## src/rtl/crossbar_eject_if.sv

```systemverilog
// Signal bundle between the crossbar ejection stage and its environment.
// Handshake: a flit leaves the ejection FIFO on a rising edge where eject_valid and eject_ready are both 1; eject_valid never depends on eject_ready.
interface crossbar_eject_if #(
    parameter int CTRL_W = 32,
    parameter int DATA_W = 128
);
    logic [14:0]       route_config;
    logic [CTRL_W-1:0] control0_in, control1_in, control2_in, control3_in, control4_in;
    logic [DATA_W-1:0] data0_in, data1_in, data2_in, data3_in, data4_in;
    logic [CTRL_W-1:0] control0_out, control1_out, control2_out, control3_out;
    logic [DATA_W-1:0] data0_out, data1_out, data2_out, data3_out;
    logic [CTRL_W-1:0] eject_control;
    logic [DATA_W-1:0] eject_data;
    logic              eject_valid;
    logic              eject_ready;
    logic              eject_overflow;
    logic              xbar_err;
    logic [15:0]       flit_count;

    modport slave (
        input  route_config,
        input  control0_in, control1_in, control2_in, control3_in, control4_in,
        input  data0_in, data1_in, data2_in, data3_in, data4_in,
        output control0_out, control1_out, control2_out, control3_out,
        output data0_out, data1_out, data2_out, data3_out,
        output eject_control, eject_data, eject_valid,
        input  eject_ready,
        output eject_overflow, xbar_err, flit_count
    );

    modport master (
        output route_config,
        output control0_in, control1_in, control2_in, control3_in, control4_in,
        output data0_in, data1_in, data2_in, data3_in, data4_in,
        input  control0_out, control1_out, control2_out, control3_out,
        input  data0_out, data1_out, data2_out, data3_out,
        input  eject_control, eject_data, eject_valid,
        output eject_ready,
        input  eject_overflow, xbar_err, flit_count
    );
endinterface

```

## src/rtl/crossbar_eject.sv

```systemverilog
// 5x5 router crossbar: four registered output links plus a resource port that
// feeds a small ejection FIFO toward the local core.
module crossbar_eject #(
    parameter int CTRL_W    = 32,
    parameter int DATA_W    = 128,
    parameter int VALID_BIT = 0,
    parameter int EJ_DEPTH  = 4
) (
    input logic              clk,
    input logic              rst,
    crossbar_eject_if.slave  bus
);
    localparam int PW = $clog2(EJ_DEPTH);
    localparam int EW = CTRL_W + DATA_W;
    localparam logic [PW:0] FULL_CNT = (PW+1)'(EJ_DEPTH);

    logic [CTRL_W-1:0] w_ctrl_in [5];
    logic [DATA_W-1:0] w_data_in [5];
    logic [2:0]        w_sel     [5];

    assign w_ctrl_in[0] = bus.control0_in;
    assign w_ctrl_in[1] = bus.control1_in;
    assign w_ctrl_in[2] = bus.control2_in;
    assign w_ctrl_in[3] = bus.control3_in;
    assign w_ctrl_in[4] = bus.control4_in;
    assign w_data_in[0] = bus.data0_in;
    assign w_data_in[1] = bus.data1_in;
    assign w_data_in[2] = bus.data2_in;
    assign w_data_in[3] = bus.data3_in;
    assign w_data_in[4] = bus.data4_in;

    for (genvar g = 0; g < 5; g++) begin : g_sel
        assign w_sel[g] = bus.route_config[3*g +: 3];
    end

    logic [CTRL_W-1:0] w_link_ctrl [4];
    logic [DATA_W-1:0] w_link_data [4];
    logic [2:0]        w_inc;
    logic              w_push_req;
    logic [EW-1:0]     w_push_flit;
    logic              w_err;

    always_comb begin
        w_inc       = '0;
        w_push_req  = 1'b0;
        w_push_flit = '0;
        for (int k = 0; k < 4; k++) begin
            w_link_ctrl[k] = '0;
            w_link_data[k] = '0;
            if (w_sel[k] <= 3'd4 && w_ctrl_in[w_sel[k]][VALID_BIT]) begin
                w_link_ctrl[k] = w_ctrl_in[w_sel[k]];
                w_link_data[k] = w_data_in[w_sel[k]];
                w_inc          = w_inc + 3'd1;
            end
        end
        if (w_sel[4] <= 3'd4 && w_ctrl_in[w_sel[4]][VALID_BIT]) begin
            w_push_req  = 1'b1;
            w_push_flit = {w_ctrl_in[w_sel[4]], w_data_in[w_sel[4]]};
        end
    end

    // A source driving two outputs, or a reserved code 5/6, flags a bad config.
    always_comb begin
        w_err = 1'b0;
        for (int i = 0; i < 5; i++) begin
            if (w_sel[i] == 3'd5 || w_sel[i] == 3'd6) w_err = 1'b1;
            for (int j = i + 1; j < 5; j++) begin
                if (w_sel[i] <= 3'd4 && w_sel[i] == w_sel[j]) w_err = 1'b1;
            end
        end
    end

    logic [EW-1:0]     r_mem [EJ_DEPTH];
    logic [PW-1:0]     r_rd_ptr, r_wr_ptr;
    logic [PW:0]       r_count;
    logic [CTRL_W-1:0] r_link_ctrl [4];
    logic [DATA_W-1:0] r_link_data [4];
    logic              r_overflow, r_err;
    logic [15:0]       r_flit_count;

    logic w_pop, w_full, w_push, w_drop;
    assign w_pop  = (r_count != '0) && bus.eject_ready;
    assign w_full = (r_count == FULL_CNT);
    // When full, a same-cycle pop frees the slot the push lands in.
    assign w_push = w_push_req && (!w_full || w_pop);
    assign w_drop = w_push_req && w_full && !w_pop;

    always_ff @(posedge clk) begin
        if (!rst) begin
            for (int k = 0; k < 4; k++) begin
                r_link_ctrl[k] <= '0;
                r_link_data[k] <= '0;
            end
            r_rd_ptr     <= '0;
            r_wr_ptr     <= '0;
            r_count      <= '0;
            r_overflow   <= 1'b0;
            r_err        <= 1'b0;
            r_flit_count <= '0;
        end else begin
            for (int k = 0; k < 4; k++) begin
                r_link_ctrl[k] <= w_link_ctrl[k];
                r_link_data[k] <= w_link_data[k];
            end
            if (w_push) r_wr_ptr <= r_wr_ptr + 1'b1;
            if (w_pop)  r_rd_ptr <= r_rd_ptr + 1'b1;
            if (w_push && !w_pop)      r_count <= r_count + 1'b1;
            else if (!w_push && w_pop) r_count <= r_count - 1'b1;
            r_overflow   <= r_overflow | w_drop;
            r_err        <= r_err | w_err;
            r_flit_count <= r_flit_count + 16'(w_inc) + 16'(w_push);
        end
    end

    always_ff @(posedge clk) begin
        if (rst && w_push) r_mem[r_wr_ptr] <= w_push_flit;
    end

    logic [EW-1:0] w_head;
    assign w_head = (r_count != '0) ? r_mem[r_rd_ptr] : '0;

    assign bus.control0_out   = r_link_ctrl[0];
    assign bus.control1_out   = r_link_ctrl[1];
    assign bus.control2_out   = r_link_ctrl[2];
    assign bus.control3_out   = r_link_ctrl[3];
    assign bus.data0_out      = r_link_data[0];
    assign bus.data1_out      = r_link_data[1];
    assign bus.data2_out      = r_link_data[2];
    assign bus.data3_out      = r_link_data[3];
    assign bus.eject_control  = w_head[EW-1:DATA_W];
    assign bus.eject_data     = w_head[DATA_W-1:0];
    assign bus.eject_valid    = (r_count != '0);
    assign bus.eject_overflow = r_overflow;
    assign bus.xbar_err       = r_err;
    assign bus.flit_count     = r_flit_count;
endmodule
```

## src/flat_wrapper.sv

```systemverilog
// flat-port wrapper written by rule: the top's interface ports become plain ports
module crossbar_eject_flat 
#(
    parameter int CTRL_W    = 32,
    parameter int DATA_W    = 128,
    parameter int VALID_BIT = 0,
    parameter int EJ_DEPTH  = 4
)
  (clk, rst, bus_route_config, bus_control0_in, bus_control1_in, bus_control2_in, bus_control3_in, bus_control4_in, bus_data0_in, bus_data1_in, bus_data2_in, bus_data3_in, bus_data4_in, bus_control0_out, bus_control1_out, bus_control2_out, bus_control3_out, bus_data0_out, bus_data1_out, bus_data2_out, bus_data3_out, bus_eject_control, bus_eject_data, bus_eject_valid, bus_eject_ready, bus_eject_overflow, bus_xbar_err, bus_flit_count);
  crossbar_eject_if #(.CTRL_W(CTRL_W), .DATA_W(DATA_W)) bus_i ();
  input logic clk;
  input logic rst;
  input wire logic [$bits(bus_i.route_config)-1:0] bus_route_config;
  input wire logic [$bits(bus_i.control0_in)-1:0] bus_control0_in;
  input wire logic [$bits(bus_i.control1_in)-1:0] bus_control1_in;
  input wire logic [$bits(bus_i.control2_in)-1:0] bus_control2_in;
  input wire logic [$bits(bus_i.control3_in)-1:0] bus_control3_in;
  input wire logic [$bits(bus_i.control4_in)-1:0] bus_control4_in;
  input wire logic [$bits(bus_i.data0_in)-1:0] bus_data0_in;
  input wire logic [$bits(bus_i.data1_in)-1:0] bus_data1_in;
  input wire logic [$bits(bus_i.data2_in)-1:0] bus_data2_in;
  input wire logic [$bits(bus_i.data3_in)-1:0] bus_data3_in;
  input wire logic [$bits(bus_i.data4_in)-1:0] bus_data4_in;
  output wire logic [$bits(bus_i.control0_out)-1:0] bus_control0_out;
  output wire logic [$bits(bus_i.control1_out)-1:0] bus_control1_out;
  output wire logic [$bits(bus_i.control2_out)-1:0] bus_control2_out;
  output wire logic [$bits(bus_i.control3_out)-1:0] bus_control3_out;
  output wire logic [$bits(bus_i.data0_out)-1:0] bus_data0_out;
  output wire logic [$bits(bus_i.data1_out)-1:0] bus_data1_out;
  output wire logic [$bits(bus_i.data2_out)-1:0] bus_data2_out;
  output wire logic [$bits(bus_i.data3_out)-1:0] bus_data3_out;
  output wire logic [$bits(bus_i.eject_control)-1:0] bus_eject_control;
  output wire logic [$bits(bus_i.eject_data)-1:0] bus_eject_data;
  output wire logic [$bits(bus_i.eject_valid)-1:0] bus_eject_valid;
  input wire logic [$bits(bus_i.eject_ready)-1:0] bus_eject_ready;
  output wire logic [$bits(bus_i.eject_overflow)-1:0] bus_eject_overflow;
  output wire logic [$bits(bus_i.xbar_err)-1:0] bus_xbar_err;
  output wire logic [$bits(bus_i.flit_count)-1:0] bus_flit_count;
  assign bus_i.route_config = bus_route_config;
  assign bus_i.control0_in = bus_control0_in;
  assign bus_i.control1_in = bus_control1_in;
  assign bus_i.control2_in = bus_control2_in;
  assign bus_i.control3_in = bus_control3_in;
  assign bus_i.control4_in = bus_control4_in;
  assign bus_i.data0_in = bus_data0_in;
  assign bus_i.data1_in = bus_data1_in;
  assign bus_i.data2_in = bus_data2_in;
  assign bus_i.data3_in = bus_data3_in;
  assign bus_i.data4_in = bus_data4_in;
  assign bus_control0_out = bus_i.control0_out;
  assign bus_control1_out = bus_i.control1_out;
  assign bus_control2_out = bus_i.control2_out;
  assign bus_control3_out = bus_i.control3_out;
  assign bus_data0_out = bus_i.data0_out;
  assign bus_data1_out = bus_i.data1_out;
  assign bus_data2_out = bus_i.data2_out;
  assign bus_data3_out = bus_i.data3_out;
  assign bus_eject_control = bus_i.eject_control;
  assign bus_eject_data = bus_i.eject_data;
  assign bus_eject_valid = bus_i.eject_valid;
  assign bus_i.eject_ready = bus_eject_ready;
  assign bus_eject_overflow = bus_i.eject_overflow;
  assign bus_xbar_err = bus_i.xbar_err;
  assign bus_flit_count = bus_i.flit_count;
  crossbar_eject #(.CTRL_W(CTRL_W), .DATA_W(DATA_W), .VALID_BIT(VALID_BIT), .EJ_DEPTH(EJ_DEPTH)) u_core (.clk(clk), .rst(rst), .bus(bus_i));
endmodule
```

## config.mk

```make
export PLATFORM = sky130hd
export DESIGN_NAME = crossbar_eject_flat
export DESIGN_NICKNAME = d
export VERILOG_FILES = /design/src/rtl/crossbar_eject_if.sv /design/src/rtl/crossbar_eject.sv /design/src/flat_wrapper.sv
export SDC_FILE = /design/constraint.sdc
export NUM_CORES = 2
export LEC_CHECK = 0
export CORE_AREA = 2 2 637 639
export DETAILED_ROUTE_END_ITERATION = 12
export DIE_AREA = 0 0 639 641
export GPL_TIMING_DRIVEN = 1
export PLACE_DENSITY = 0.37
export SLEW_MARGIN = 20
export SYNTH_ARGS = -nofsm -noshare
export SYNTH_HDL_FRONTEND = slang
export SYNTH_SLANG_ARGS = --single-unit
```

## constraint.sdc

```tcl
create_clock -name clk -period 6.1 [get_ports clk]
set_clock_uncertainty 0.1 [all_clocks]
set_input_delay 1.22 -clock clk [delete_from_list [all_inputs] [get_ports clk]]
set_output_delay 1.22 -clock clk [all_outputs]
set_load 0.05 [all_outputs]
```

## Word level (Yosys, flattened, before mapping)

Memory sizes are Yosys's and may differ from the RTL's. A register that Yosys moved wholly into a read port is not among the register bits.
Index checks and enable logic that the tools add are counted.

- Bits in registers: 25
- Logic and storage cells: 173
- Bits in writable memories: 1280
- Output and inout port bits: 819
- Memories: 3
- Input bits: 818

- Eq/ne operators: 21
- Bitwise logic cells: 15
- Reductions and logical operators: 33
- Mux-type cells: 76
- Add/subtract/negate cells: 9
- Magnitude comparators: 10

Memories:

| memory | words | bits a word | read ports | clocked after memory_dff | write ports | line | source |
|---|---|---|---|---|---|---|---|
| u_core.r_mem | 4 | 160 | 1 | 1 | 1 | crossbar_eject.sv:73 | `logic [EW-1:0] r_mem [EJ_DEPTH];` |
| u_core.r_link_data | 4 | 128 | 4 | 0 | 4 | crossbar_eject.sv:77 | `logic [DATA_W-1:0] r_link_data [4];` |
| u_core.r_link_ctrl | 4 | 32 | 4 | 0 | 4 | crossbar_eject.sv:76 | `logic [CTRL_W-1:0] r_link_ctrl [4];` |

Operator list:

| cell | count |
|---|---|
| 128-bit two-way mux | 18 |
| 128-bit binary-select mux with 3-bit select | 5 |
| 32-bit two-way mux | 18 |
| 32-bit binary-select mux with 3-bit select | 5 |
| 160-bit two-way mux | 2 |
| 3-bit equality test, second input constant | 11 |
| 3-bit equality test | 10 |
| 1-bit logical AND | 22 |
| 1-bit two-way mux | 21 |
| 4-bit >= comparator, second input constant | 5 |
| 3-bit inverter with 4-bit output | 5 |
| 16-bit by 1-bit adder with 16-bit output | 1 |
| 16-bit by 3-bit adder with 16-bit output | 1 |
| 3-bit less-or-equal comparator, second input constant | 5 |
| 3-bit two-way mux | 5 |
| 1-bit OR | 10 |
| 3-bit by 1-bit adder with 3-bit output, second input constant | 3 |
| 1-bit logical OR | 6 |
| 2-bit by 1-bit adder with 2-bit output, second input constant | 2 |
| 2-bit two-way mux | 2 |
| 1-bit zero test | 3 |
| 3-bit nonzero test | 1 |
| 3-bit by 1-bit subtractor with 3-bit output, second input constant | 1 |
| 1-bit by 1-bit adder with 2-bit output, second input constant | 1 |
| 2-bit nonzero test | 1 |

## Depth between registers and ports, before layout

- Depth in word-level cells: 18
- Gate-level depth with buffers: 16
- Mapped depth without buffers: 15

## Worst setup path before layout

Ideal clock, no wire load.

- Path kind: input to register
- From: in bus_route_config[13]
- To: mem u_core.r_mem[0][0] (netlist name), enable pin
- Arrival time: 5.887 ns
- Setup slack: -0.428 ns
- Path buffers: 2
- Data required time: 5.460 ns
- Cell stages on the path: 6
- Library setup time: 0.540 ns
- Cell sequence: buf_2 mux2_2 and3_1 o31a_1 clkbuf_1 and3_1

- Word-level cells in the longest chain between the ends: 10
- Elaborated cells on any way between the ends: 11
- Those cells by class: 1 x order compare; 6 x mux; 1 x bitwise; 3 x reduce/logical

RTL lines:

| element | line | source |
|---|---|---|
| start, declared | flat_wrapper.sv:13 | `input wire logic [$bits(bus_i.route_config)-1:0] bus_route_config;` |
| 3-bit inverter with 4-bit output (implied by the code) | crossbar_eject.sv:56 | `if (w_sel[4] <= 3'd4 && w_ctrl_in[w_sel[4]][VALID_BIT]) begin` |
| 32-bit binary-select mux with 3-bit select | crossbar_eject.sv:56 |  |
| 32-bit two-way mux (implied by the code) | crossbar_eject.sv:56 |  |
| 32-bit two-way mux | n/a |  |
| 1-bit logical AND * | crossbar_eject.sv:56 |  |
| 1-bit two-way mux * | crossbar_eject.sv:56 |  |
| 1-bit logical AND * | crossbar_eject.sv:85 | `assign w_push = w_push_req && (!w_full \|\| w_pop);` |
| via u_core.w_push | crossbar_eject.sv:81 | `logic w_pop, w_full, w_push, w_drop;` |
| 1-bit logical AND * | crossbar_eject.sv:116 | `if (rst && w_push) r_mem[r_wr_ptr] <= w_push_flit;` |
| 1-bit two-way mux * | crossbar_eject.sv:116 |  |
| 1-bit two-way mux (implied by the code) * | crossbar_eject.sv:116 |  |
| end, declared | crossbar_eject.sv:73 |  |

Mark *: on every way through the listed nets, which the timed path passes. The rest lies on a longest branch. The select of a mux whose other input is x is not followed.

==> results.json <==
{
  "dpl.hpwl_um": 353800,
  "clockBufferDepth": 4,
  "finalSetupTns_ps": 0,
  "whs_endpoint": "u_core.bus.eject_overflow",
  "worstHoldPathCells": 1,
  "gp_congestion": 0.8730,
  "tightestPinTransition_ps": 1313,
  "synth_async_sr_flop_share_pct": 0,
  "synth.most_common_cell": "sky130_fd_sc_hd__nor2_1",
  "synthesis.nets": 6523,
  "drtPass1Iterations": 6,
  "die_w_um": 639,
  "postSynthCellCount": 5692,
  "final_net_count": 8004,
  "min_delay_src": "u_core.bus.eject_overflow",
  "yosysTopAreaCellShare_pct": 27.37,
  "path_class": "flop to primary output",
  "cp_max_fo": 40,
  "max-vdd-ir-drop_mv": 0.2045,
  "cts.hold.buffers_added": 0,
  "drt_iter0_markers": 6503,
  "finalWorstSetupSlack_ps": 915.7,
  "status": "complete, no violations",
  "hold_violations": 0,
  "initial_utilization_pct": 17.46,
  "synth.cells.most_frequent": "sky130_fd_sc_hd__nor2_1 (827), sky130_fd_sc_hd__mux4_2 (809), sky130_fd_sc_hd__dfxtp_1 (667)",
  "timing_max_transition_violations_final": 0,
  "drt_total_wl_um": 485700,
  "layout_cell_share_with_drive_strength_beyond_1_pct": 21.81,
  "insertion_delay_ps": 890,
  "max-slew-margin-rel_pct": 12.49,
  "reg2reg_depth": 11,
  "rsz_0062_raised_after_global_routing": "no",
  "num_rows": 233,
  "post_cts.repair.setup_buffers": 0,
  "htree_levels": 4,
  "die-area_um2": 409600,
  "drt-wirelength-per-cell_um": 38.21,
  "grt_first_pass_wirelength_um": 630300,
  "max_cap_violations": 0,
  "dpl_worst_slack_ps": 741.7,
  "ys_dominant_reg_cell": "sky130_fd_sc_hd__dfxtp_1",
  "share_of_the_clock_period_used_by_the_worst_path_after_layout_pct": 84.99,
  "areaGrowthSynthToFinish_pct": 42.14,
  "cts_resized": 0,
  "viasPerCell": 4.884,
  "critical_path_arrival_ps": 3860,
  "ys_seq_elements": 1307,
  "placeableCoreArea_um2": 402000,
  "crit-reg2reg-launch": "u_core.r_count[0]",
  "post_synth.cell_area_avg_um2": 12.33,
  "rr_endpoint": "u_core.bus.flit_count[14]",
  "tritoncts": "done",
  "ios": 1637,
  "cts-root-buf": "sky130_fd_sc_hd__clkbuf_16",
  "total_power_w": 0.03260,
  "largest_net_degree_at_the_start_of_global_routing": 97,
  "clock_tree_sinks": 1307,
  "place.port_buffers": 1636,
  "route.detailed.drc": 0,
  "fill_cells": 42200,
  "ys.warnings.count": 0,
  "number_of_antenna_violations_at_the_first_check_in_global_routing": 193,
  "clk_pin_slew_worst_paths_ps": 60,
  "via_count_of_the_first_global_routing_pass": 61900,
  "critical_path.startpoint_type": "flop",
  "endpoint_kind": "primary output",
  "finalCriticalPeriod_ps": 5184,
  "critical_path_required_ps": 4780,
  "yosysTopAreaCell": "sky130_fd_sc_hd__edfxtp_1",
  "fin_hold_ws_ps": 400.2,
  "gr-usage-all-layers_pct": 22.77,
  "fmax_mhz": 192.9,
  "part_of_the_yosys_area_used_for_sequential_elements_pct": 46.39,
  "holdCritPathClass": "flop to flop",
  "synth.area.top_cells": "sky130_fd_sc_hd__edfxtp_1 (27%), sky130_fd_sc_hd__mux4_2 (26%), sky130_fd_sc_hd__dfxtp_1 (19%)",
  "syn_area_um2": 70200,
  "power-per-cell-area_nw_per_um2": 326.7,
  "height_of_the_die_um": 641,
  "antenna_viol_nets_final": 0,
  "grt-ovfl-total": 0,
  "cts_inserted_buffers": 180,
  "ys_types": 53,
  "dr_total_vias": 62070,
  "synth_enable_flop_cells": 640,
  "report.final.setup_viol": 0,
  "power_leakage_nw": 33.31,
  "timing.reg2reg.setup_slack_ps": 2790
}
-- kinds of logic (layout without fill, tap and decap cells) --
logic type,after synthesis,after routing,share of synthesized area [%]
AOI/OAI and AO/OA,1055,1055,9.713
xor gates and xnor gates,53,53,0.6612
adders and majority gates,13,13,0.2638
buffers and inverters,602,2232,3.743
DFF,1307,1307,46.39
muxes,959,959,28.09
other,0,100,0
and+or+nand+nor,1703,1703,11.13
-- worst max-delay path by stage --
stage	cells after the start	slack, ps	from	end
after CTS	4	640	u_core.r_count[0]	bus_eject_data[127]
after floorplan	15	1390	bus_route_config[0]	u_core.bus.flit_count[15]
after detailed placement	15	740	bus_control3_in[0]	u_core.bus.flit_count[15]
after global routing	4	670	u_core.r_count[0]	bus_eject_data[127]
after global placement	15	540	bus_control3_in[0]	u_core.bus.flit_count[13]
final	5	920	flop	bus_eject_data[46]
-- critical path, stage by stage (launching register included) --
cell and delay [ps]:
sky130_fd_sc_hd__dfxtp_4 680, sky130_fd_sc_hd__buf_12 320, sky130_fd_sc_hd__buf_4 380, sky130_fd_sc_hd__mux4_2 260
sky130_fd_sc_hd__and2_1 290, sky130_fd_sc_hd__clkdlybuf4s50_1 870
-- layer usage --
| layer | vias to the layer above | GRT usage [%] | share of wire [%] |
|---|---|---|---|
| li1 | 24870 | - | - |
| met1 | 32790 | 28.20 | 39 |
| met2 | 3568 | 37.85 | 48 |
| met3 | 768 | 4.928 | 7.5 |
| met4 | 68 | 10.24 | 4.9 |
| met5 | - | 0 | 0.091 |
-- report_power, final --
group	switching [W]	leakage [nW]	internal [W]
Combinational	0.00734	18.8	0.00396
Sequential	0.000222	11.4	0.00954
Clock	0.00468	3.07	0.00686
-- cell type report --
cell class	instances	area [um2]	share of cell area, %
repair buffers	1857	18710	18.75
multi-input cells	3783	35110	35.19
well taps	5287	6615	6.629
clock buffers	231	4974	4.984
inverters	44	221.5	0.2219
flip-flops and latches	1307	32580	32.65
clock inverters	100	1318	1.320
diodes	100	250.2	0.2508
-- sequential cells by signal, summed over array words and instances (netlist names), named ones only --
signal and flops:
u_core.r_rd_ptr 2, u_core.r_mem 640, u_core.bus.eject_overflow 1, u_core.r_wr_ptr 2, u_core.r_link_data 512, u_core.bus.xbar_err 1, u_core.r_link_ctrl 128, u_core.bus.flit_count 16
u_core.r_count 3
-- through the flow --
| step | util [%] | cells | instance area, um2 |
|---|---|---|---|
| floorplan | - | 5692 | 70210 |
| global placement | 23.19 | 12280 | 93240 |
| detailed placement | 23.19 | 12280 | 93240 |
| CTS | 24.76 | 12610 | 99540 |
| global route | 24.80 | 12670 | 99690 |
| finish | 24.82 | 12710 | 99790 |
-- cells in the final DEF, fill, tap and decap left out, types with 33 or more instances in the layout --
master,instances
sky130_fd_sc_hd__nor2b_1,82
sky130_fd_sc_hd__o21ai_0,223
sky130_fd_sc_hd__and2_1,179
sky130_fd_sc_hd__a22oi_1,297
sky130_fd_sc_hd__clkdlybuf4s50_1,1617
sky130_fd_sc_hd__nand2_1,301
sky130_fd_sc_hd__o22ai_1,73
sky130_fd_sc_hd__a211oi_1,138
sky130_fd_sc_hd__edfxtp_1,640
sky130_fd_sc_hd__clkbuf_16,183
sky130_fd_sc_hd__buf_4,176
sky130_fd_sc_hd__mux2i_1,148
sky130_fd_sc_hd__a2111oi_0,77
sky130_fd_sc_hd__mux4_2,809
sky130_fd_sc_hd__nor2_1,827
sky130_fd_sc_hd__dfxtp_1,665
sky130_fd_sc_hd__inv_1,33
sky130_fd_sc_hd__or2_2,220
sky130_fd_sc_hd__buf_12,50
sky130_fd_sc_hd__a21oi_1,227
sky130_fd_sc_hd__diode_2,100
sky130_fd_sc_hd__xor2_1,33
No activity file was read; power rests on OpenSTA's default activity.
